### src/rtl/energy_gov_pkg.sv
// ---------------------------------------------------------------------------
// energy_gov_pkg
// Shared constants and types for the energy budget governor:
//   - datapath widths (energy accumulator, budget, frequency)
//   - governor FSM state encoding
//   - window-energy saturation value and the matching clamp helper
//   - packed type describing a frequency change decision
// ---------------------------------------------------------------------------
package energy_gov_pkg;

    localparam int ENERGY_W = 64;
    localparam int BUDGET_W = 32;
    localparam int FREQ_W   = 16;

    // Governor FSM encoding (exposed directly on gov_state)
    localparam logic [1:0] ST_IDLE    = 2'd0;
    localparam logic [1:0] ST_MONITOR = 2'd1;
    localparam logic [1:0] ST_REQ     = 2'd2;
    localparam logic [1:0] ST_HOLD    = 2'd3;

    // Window energy reported when the true delta does not fit in 32 bits
    localparam logic [BUDGET_W-1:0] ENERGY_SAT = 32'hFFFF_FFFF;

    // One frequency decision: whether to request, and the target
    typedef struct packed {
        logic              go;
        logic [FREQ_W-1:0] freq;
    } freq_req_t;

    // Clamp a 64-bit window delta into the 32-bit reporting field
    function automatic logic [BUDGET_W-1:0] sat_energy(input logic [ENERGY_W-1:0] d);
        logic [BUDGET_W-1:0] r;
        if (d[ENERGY_W-1:BUDGET_W] != '0) begin
            r = ENERGY_SAT;
        end else begin
            r = d[BUDGET_W-1:0];
        end
        return r;
    endfunction

endpackage

### src/rtl/energy_window_timer.sv
// ---------------------------------------------------------------------------
// energy_window_timer
// Evaluation window counter for the energy governor.
//   clk        : clock, rising edge
//   reset_n    : asynchronous active-low reset
//   enable     : monitoring enable
//   start      : high on the first cycle of an enable rise (previous enable=0)
//   window_end : high on the last cycle of each window (count = WINDOW_CYCLES-1)
// The counter holds 0 while disabled and restarts from 0 on an enable rise,
// so the rise cycle itself is not part of the first window.
// ---------------------------------------------------------------------------
module energy_window_timer #(
    parameter int WINDOW_CYCLES = 1024
) (
    input  logic clk,
    input  logic reset_n,
    input  logic enable,
    output logic window_end,
    output logic start
);

    localparam int            CW   = $clog2(WINDOW_CYCLES);
    localparam logic [CW-1:0] LAST = CW'(WINDOW_CYCLES - 1);

    logic [CW-1:0] count_reg;
    logic [CW-1:0] count_next;
    logic          enable_prev_reg;

    assign start      = enable & ~enable_prev_reg;
    // Gating on enable_prev keeps a rise cycle from ever being a window end
    assign window_end = enable & enable_prev_reg & (count_reg == LAST);

    always_comb begin
        count_next = count_reg;
        if (!enable || start) begin
            count_next = '0;
        end else if (count_reg == LAST) begin
            count_next = '0;
        end else begin
            count_next = count_reg + 1'b1;
        end
    end

    always_ff @(posedge clk or negedge reset_n) begin
        if (!reset_n) begin
            count_reg       <= '0;
            enable_prev_reg <= 1'b0;
        end else begin
            count_reg       <= count_next;
            enable_prev_reg <= enable;
        end
    end

endmodule

### src/rtl/energy_budget_governor.sv
// ---------------------------------------------------------------------------
// energy_budget_governor
// Measures energy consumed per fixed window from a free-running cumulative
// energy counter and issues DVFS step requests over a valid/ready handshake.
//   clk              : clock, rising edge
//   reset_n          : asynchronous active-low reset
//   enable           : monitoring enable; 0 forces IDLE
//   total_energy_pj  : cumulative energy, modulo 2^64
//   budget_pj        : allowed energy per window
//   current_freq_mhz : present operating frequency
//   req_valid        : DVFS request pending (exactly while in REQ)
//   req_ready        : DVFS request accepted
//   req_freq_mhz     : requested frequency (stable while req_valid)
//   window_energy_pj : last window's energy, saturated to 32 bits
//   over_budget      : last window exceeded the budget
//   gov_state        : FSM state (IDLE/MONITOR/REQ/HOLD)
// ---------------------------------------------------------------------------
module energy_budget_governor
    import energy_gov_pkg::*;
#(
    parameter int WINDOW_CYCLES = 1024,
    parameter int FREQ_STEP_MHZ = 100,
    parameter int FREQ_MIN_MHZ  = 100,
    parameter int FREQ_MAX_MHZ  = 1000
) (
    input  logic                clk,
    input  logic                reset_n,
    input  logic                enable,
    input  logic [ENERGY_W-1:0] total_energy_pj,
    input  logic [BUDGET_W-1:0] budget_pj,
    input  logic [FREQ_W-1:0]   current_freq_mhz,
    output logic                req_valid,
    input  logic                req_ready,
    output logic [FREQ_W-1:0]   req_freq_mhz,
    output logic [BUDGET_W-1:0] window_energy_pj,
    output logic                over_budget,
    output logic [1:0]          gov_state
);

    // Step arithmetic is done one bit wider than the frequency so that
    // current+step cannot wrap before the clamp.
    localparam logic [FREQ_W:0] STEP17 = (FREQ_W+1)'(FREQ_STEP_MHZ);
    localparam logic [FREQ_W:0] MIN17  = (FREQ_W+1)'(FREQ_MIN_MHZ);
    localparam logic [FREQ_W:0] MAX17  = (FREQ_W+1)'(FREQ_MAX_MHZ);

    logic window_end;
    logic start;

    energy_window_timer #(
        .WINDOW_CYCLES (WINDOW_CYCLES)
    ) u_timer (
        .clk        (clk),
        .reset_n    (reset_n),
        .enable     (enable),
        .window_end (window_end),
        .start      (start)
    );

    logic [1:0]          state_reg,    state_next;
    logic [ENERGY_W-1:0] snapshot_reg, snapshot_next;
    logic [FREQ_W-1:0]   req_freq_reg, req_freq_next;
    logic [BUDGET_W-1:0] energy_reg,   energy_next;
    logic                over_reg,     over_next;

    // Modulo-2^64 difference makes accumulator wrap transparent
    logic [ENERGY_W-1:0] delta;
    logic                over_cond;
    logic                under_cond;
    assign delta      = total_energy_pj - snapshot_reg;
    assign over_cond  = delta > {{(ENERGY_W-BUDGET_W){1'b0}}, budget_pj};
    assign under_cond = delta < {{(ENERGY_W-BUDGET_W+1){1'b0}}, budget_pj[BUDGET_W-1:1]};

    // Candidate step-down / step-up targets, clamped to [MIN, MAX]
    logic [FREQ_W:0] cur17;
    logic [FREQ_W:0] up_sum;
    logic [FREQ_W:0] dn_freq;
    logic [FREQ_W:0] up_freq;
    freq_req_t       dn_req;
    freq_req_t       up_req;

    assign cur17   = {1'b0, current_freq_mhz};
    assign up_sum  = cur17 + STEP17;
    assign dn_freq = (cur17 >= MIN17 + STEP17) ? (cur17 - STEP17) : MIN17;
    assign up_freq = (up_sum > MAX17) ? MAX17 : up_sum;

    // A zero frequency reading is treated as "not running": never request
    assign dn_req.go   = over_cond & (cur17 > MIN17) & (current_freq_mhz != '0);
    assign dn_req.freq = dn_freq[FREQ_W-1:0];
    assign up_req.go   = under_cond & (cur17 < MAX17) & (current_freq_mhz != '0);
    assign up_req.freq = up_freq[FREQ_W-1:0];

    always_comb begin
        state_next    = state_reg;
        snapshot_next = snapshot_reg;
        req_freq_next = req_freq_reg;
        energy_next   = energy_reg;
        over_next     = over_reg;

        // Every window end refreshes the energy outputs, whatever the state
        if (enable && window_end) begin
            snapshot_next = total_energy_pj;
            energy_next   = sat_energy(delta);
            over_next     = over_cond;
        end

        if (!enable) begin
            state_next = ST_IDLE;
        end else begin
            case (state_reg)
                ST_IDLE: begin
                    if (start) begin
                        snapshot_next = total_energy_pj;
                        state_next    = ST_MONITOR;
                    end
                end
                ST_MONITOR: begin
                    if (window_end) begin
                        if (dn_req.go) begin
                            req_freq_next = dn_req.freq;
                            state_next    = ST_REQ;
                        end else if (up_req.go) begin
                            req_freq_next = up_req.freq;
                            state_next    = ST_REQ;
                        end
                    end
                end
                ST_REQ: begin
                    // A window end coinciding with acceptance is consumed
                    // here, so HOLD waits for the following one.
                    if (req_ready) begin
                        state_next = ST_HOLD;
                    end
                end
                ST_HOLD: begin
                    if (window_end) begin
                        state_next = ST_MONITOR;
                    end
                end
                default: state_next = ST_IDLE;
            endcase
        end
    end

    always_ff @(posedge clk or negedge reset_n) begin
        if (!reset_n) begin
            state_reg    <= ST_IDLE;
            snapshot_reg <= '0;
            req_freq_reg <= '0;
            energy_reg   <= '0;
            over_reg     <= 1'b0;
        end else begin
            state_reg    <= state_next;
            snapshot_reg <= snapshot_next;
            req_freq_reg <= req_freq_next;
            energy_reg   <= energy_next;
            over_reg     <= over_next;
        end
    end

    assign req_valid        = (state_reg == ST_REQ);
    assign req_freq_mhz     = req_freq_reg;
    assign window_energy_pj = energy_reg;
    assign over_budget      = over_reg;
    assign gov_state        = state_reg;

endmodule

### config.mk
export PLATFORM = sky130hd
export DESIGN_NAME = energy_budget_governor
export DESIGN_NICKNAME = d
export VERILOG_FILES = /design/src/rtl/energy_gov_pkg.sv /design/src/rtl/energy_window_timer.sv /design/src/rtl/energy_budget_governor.sv
export SDC_FILE = /design/constraint.sdc
export NUM_CORES = 1
export LEC_CHECK = 0
export BUFFER_PORTS_ARGS = -buffer_cell sky130_fd_sc_hd__buf_2
export CAP_MARGIN = 40
export CORE_ASPECT_RATIO = 0.6
export CORE_MARGIN = 3
export CORE_UTILIZATION = 41
export CTS_BUF_LIST = sky130_fd_sc_hd__clkbuf_16
export DETAILED_ROUTE_END_ITERATION = 8
export PLACE_DENSITY_LB_ADDON = 0.15
export SYNTH_ARGS = -nofsm -noshare
export SYNTH_HDL_FRONTEND = slang
export SYNTH_HIERARCHICAL = 1
export SYNTH_SLANG_ARGS = --single-unit
### constraint.sdc
create_clock -name clk -period 9.65 [get_ports clk]
set_clock_uncertainty 0.1 [all_clocks]
set_input_delay 0 -clock clk [delete_from_list [all_inputs] [get_ports clk]]
set_output_delay 0 -clock clk [all_outputs]
set_load 0.01 [all_outputs]
* Word-level counts from Yosys, hierarchy flattened
Index checks and enable logic that the tools add are counted.
** Word-level totals
- Flip-flop bits (word level) :: 126
- Bits of input ports :: 116
- Output and inout port bits :: 52
- Logic and storage cells :: 62
** Operators by class
- Add/subtract/negate cells :: 4
- Order comparisons :: 6
- Eq/ne operators :: 9
- Muxes and demuxes :: 19
- Bitwise logic cells :: 8
- Reductions and logical operators :: 9
** Operators with widths (count)
- 2-to-1 mux 64 bit :: 4
- greater-than comparator 64 x 32 -> 1 bit :: 1
- less-than comparator 64 x 31 -> 1 bit :: 1
- 2-to-1 mux 16 bit :: 4
- subtractor 64 bit :: 1
- 2-to-1 mux 32 bit :: 1
- nonzero test 32 bit :: 1
- 2-to-1 mux 10 bit :: 2
- adder 16 x 7 -> 17 bit (second input constant) :: 1
- greater-than comparator 17 x 10 -> 1 bit (second input constant) :: 1
- >= comparator 16 x 8 -> 1 bit (second input constant) :: 1
- greater-than comparator 16 x 7 -> 1 bit (second input constant) :: 1
- less-than comparator 16 x 10 -> 1 bit (second input constant) :: 1
- nonzero test 16 bit :: 1
- subtractor 16 x 7 -> 16 bit (second input constant) :: 1
- 2-to-1 mux 2 bit :: 7
- adder 10 x 1 -> 10 bit (second input constant) :: 1
- == test 10 bit (second input constant) :: 1
- one-hot mux 2 bit (4 select lines) :: 1
- bitwise AND 1 bit :: 7
- inequality test 3 x 2 -> 1 bit (second input constant) :: 2
- inequality test 3 bit (second input constant) :: 2
- AND reduction 5 bit :: 1
- == test 2 bit (second input constant) :: 2
- other kinds (9) :: 9

* Depth between registers and ports, before layout
- Depth after elaboration :: 9
- Gate-level depth with buffers :: 28
- Gate-level depth less buffers :: 24

* By module
The synthesis kept the hierarchy.
** Modules (own cells, without submodules)
- energy_budget_governor :: instances 1, cells an instance 1431, area each 11614.9 sq um, seq. area each 2877.8 sq um
- energy_window_timer :: instances 1, cells an instance 50, area each 509.2 sq um, seq. area each 275.3 sq um

* Worst setup path after synthesis
Ideal clock, no wire load.
- Kind :: register to register
- Start :: register snapshot_reg[0]
- End :: register req_freq_reg[10], in the netlist req_freq_mhz[10]
- Arrival time :: 5.059 ns
- Required time :: 9.425 ns
- Slack :: 4.366 ns
- Cell stages (with the launch flop) :: 24
- Path buffers :: 2
- Clock period less this slack :: 5.284 ns
- Cell sequence :: dfrtp_1 ha_1 fa_1 and2b_2 o2111ai_2 a2111o_1 and2_2 o21ai_0 xor2_1 ha_1 a21o_1 a21o_1 a21o_1 a21o_1 a21oi_1 nor2_1 a2111oi_0 o211a_1 nand4_1 o21a_4 or2_1 buf_6 buf_12 mux2_4
** On the way
- Word-level cells in the longest chain between the ends :: 6
- Elaborated cells between the ends (all ways) :: 10
** RTL lines
- start: declaration :: RTL line energy_budget_governor.sv:60 : logic [ENERGY_W-1:0] snapshot_reg, snapshot_next;
- start signal: assignment :: RTL line energy_budget_governor.sv:153 : snapshot_reg <= snapshot_next;
- subtractor 64 bit * :: RTL line energy_budget_governor.sv:69 : assign delta = total_energy_pj - snapshot_reg;
- greater-than comparator 64 x 32 -> 1 bit or less-than comparator 64 x 31 -> 1 bit (tied branches) :: RTL line energy_budget_governor.sv:70, energy_budget_governor.sv:71
- bitwise AND 1 bit, on equally long branches (2 in series) :: RTL line energy_budget_governor.sv:87, energy_budget_governor.sv:89
- nonzero test 2 bit (no source line)
- AND reduction 4 bit (no source line)
- end signal: assignment :: RTL line energy_budget_governor.sv:154 : req_freq_reg <= req_freq_next;
- end: declaration :: RTL line energy_budget_governor.sv:61 : logic [FREQ_W-1:0] req_freq_reg, req_freq_next;
Every way passes the cells marked *; elsewhere a longest branch is shown, timed or not.
A chain may end at the register's enable or synchronous reset.

* Worst setup path after layout
- Start :: register snapshot_reg[0]
- End :: register req_freq_reg[9], in the netlist req_freq_mhz[9]
Same word-level chain as after synthesis.

==> key figures <==
STA
  • Post-route setup slack: 3346 ps
  • Final hold violations: 0
  • Max Transition Viols Final: 0
  • Setup TNS: 0 ps
  • Tcrit/Tclk final: 65.32%
  • RSZ-0062 raised after global routing: no
  • Max_slew headroom: 34.34%
  • Setup violators final: 0
  • Fmax: 158.6 MHz
  • Worst-margin pin slew: 979.0 ps
  • Period minus WS final: 6304 ps

Routing
  • Avg Vias per Cell: 5.704
  • Drt pass-1 iters: 5
  • # DRC: 0
  • Final wirelength: 40.40 mm
  • Wirelength per Cell: 19.30 µm
  • Initial DRC Count: 1277
  • Via count: 11940
  • Antenna Violating Nets Remaining: 0

Yosys
  • Distinct cells, synth: 85
  • Post-synth top flop: dfrtp_1
  • Syn Area/Cell: 8.186 µm²
  • Top cell type's share of synthesized area: 26.01%
  • Post-Syn Area: 12120 µm²
  • Most frequent cell after synthesis: nor2_1
  • Largest area contributor in the netlist: dfrtp_1
  • Asr flop ratio synth: 100.0%
  • Top cells by count, synth: nor2_1, a21oi_1, ha_1
  • Syn_nets: 1733
  • Register area share after synthesis: 26.01%
  • Cell count after synthesis: 1481
  • FF+latch count, synth: 126
  • Number of synthesized flops with an enable pin: 0
  • Leading post-synthesis cells by cell area: dfrtp_1, ha_1, mux2_2
  • YS warnings: 6

Hold path
  • Worst hold path class: in2reg
  • Min-Delay Startpoint: current_freq_mhz[5]

Cells and area
  • Max reg flops: 64
  • Nets@finish: 1933
  • Area Overhead vs Synth: 20.01%
  • Fin cells: 2093
  • Share of layout cells above drive strength 1: 17.73%

Die
  • Top-Level Pins: 168
  • Die area: 31740 µm²
  • # rows: 48
  • Initial core utilization: 41.88%
  • Total core area: 28950 µm²
  • Die X: 228 µm
  • DIE HEIGHT: 139.2 µm

Setup path
  • CP startpoint: snapshot_reg[0]
  • Reg2reg setup slack: 3350 ps
  • Reg-to-reg startpoint: snapshot_reg[0]
  • Worst EP arrival: 6530 ps
  • CP max stage cell: a2111o_1
  • Cells along the critical path: ha_1 > fa_1 > and2b_2 > o2111ai_2 > a2111o_1 > and2_2 > o21ai_0 > xor2_1 > ha_1 > a21o_1 > a21o_1 > a21o_1 > a21o_1 > a21oi_1 > nor2_1 > a2111oi_0 > o211a_1 > nand4_1 > o21a_4 > or2_1 > mux2_4
  • CP required: 9880 ps
  • Max stage delay on crit path: 590 ps
  • Startpoint types: flip-flop
  • Worst Setup Path Type: reg2reg
  • CP Max Fanout: 16
  • CP endpoint kind: flip-flop
  • Most used cell, CP: a21o_1

Clock network
  • Clock root buffer: clkbuf_16
  • Post-CTS Hold Buffers: 77
  • Post-CTS sizing: 0
  • TritonCTS Sinks: 126
  • CTS clk-pin slew, worst paths: 70 ps
  • Clock Latency Late Sink: 450 ps
  • CTS tree: done
  • Clock buffer depth: 2
  • CTS buffer count: 17
  • Setup Fix Bufs, Post-CTS: 0
  • H-tree Lvls: 4

Placed design
  • RD Place Congestion: 0.9727
  • Setup WS pre-CTS: 3404 ps
  • PortBufs: 167
  • DP Cell Count: 1985
  • Final HPWL DP: 32.72 mm

Global route
  • Grt ovf: 0
  • Met2 usage: 34.25%
  • Vias in the first global route: 11140
  • Gr busiest metal: met1
  • Overall Global Routing Usage: 25.40%
  • First-pass GRT wire length: 63.67 mm
  • Met3 Usage GRT: 7.307%
  • Grt met1 use: 39.63%
  • Initial antenna violation count: 1
  • Largest net degree at the start of global routing: 67

Outcome
  • Status: finished clean

Flow run
  • Max-cap viol count: 0

Pwr
  • Max VDD drop: 0.0001638 V
  • Leakage: 6.863 nW
  • Power density cells: 312.3 nW/µm²
## final timing paths
path	to	cells past startpoint
max in group asynchronous	snapshot_reg[60]	4
min	req_freq_mhz[6]	5
max reg2reg	req_freq_mhz[9]	21
max	req_freq_mhz[9]	21
min reg2reg	u_timer/count_reg[0]	1
min in group asynchronous	snapshot_reg[2]	2
## through the flow
step / instance area [µm²] / hold slack [ps] / util (%) / total power, W
after floorplan: 12120 / -395.6 / - / 0.002912
after global placement: 13160 / 20.78 / 45.47 / 0.003740
after detailed placement: 13210 / 20.85 / 45.64 / 0.003770
after CTS: 14550 / 24.96 / 50.26 / 0.004468
after global routing: 14550 / 55.04 / 50.26 / 0.004926
final: 14550 / 44.22 / 50.26 / 0.004545
## final cells by class
class | count | area (µm²)
inverter | 122 | 457.9
timing repair buffer | 255 | 1702
antenna | 1 | 2.502
sequential | 126 | 3153
tap | 400 | 500.5
clock buffer | 17 | 425.4
fill | 2863 | 14400
multi-input combinational | 1159 | 8169
clock inverter | 13 | 140.1
## critical path: cells and delay by family (launching register included)
family,cells,cell delay (ps)
muxes,1,400
adders and majority gates,3,980
DFF,1,390
xor gates and xnor gates,1,450
AOI/OAI and AO/OA,11,2620
and+or+nand+nor,5,1240
## per-layer routing
layer | up-vias | share of wire, %
met5 | - | 0
met3 | 20 | 8.9
li1 | 5793 | -
met1 | 5693 | 52
met2 | 433 | 38
met4 | 0 | 0.88
## cell families after synthesis
kind of cell | Yosys count | share of synthesized area, %
DFF | 126 | 26.01
muxes | 82 | 7.730
AOI/OAI and AO/OA | 406 | 21.58
xor gates and xnor gates | 71 | 5.129
buffers and inverters | 196 | 6.646
and+or+nand+nor | 464 | 18.81
adders and majority gates | 136 | 14.10
## where the power goes
group / internal, W / total [W] / switching, W
registers: 0.000668 / 0.000735 / 0.0000676
clock network: 0.000378 / 0.000646 / 0.000268
logic: 0.00116 / 0.00316 / 0.00200
## cells in the final DEF, fill, tap and decap left out, types with 17 or more instances in the layout
master         count
buf_2            167
nor2_1           140
a21oi_1          139
ha_1             135
dfrtp_1          126
inv_1            122
nand2_1          113
dlygate4sd3_1     77
o21ai_0           72
mux2_2            69
nand4_1           50
xnor2_1           45
a21o_1            40
nor4_1            38
nor3_1            28
xor2_1            26
nand3_1           25
o21a_1            18
clkbuf_16         17
Note: power is estimated with default switching activity, not from simulation.
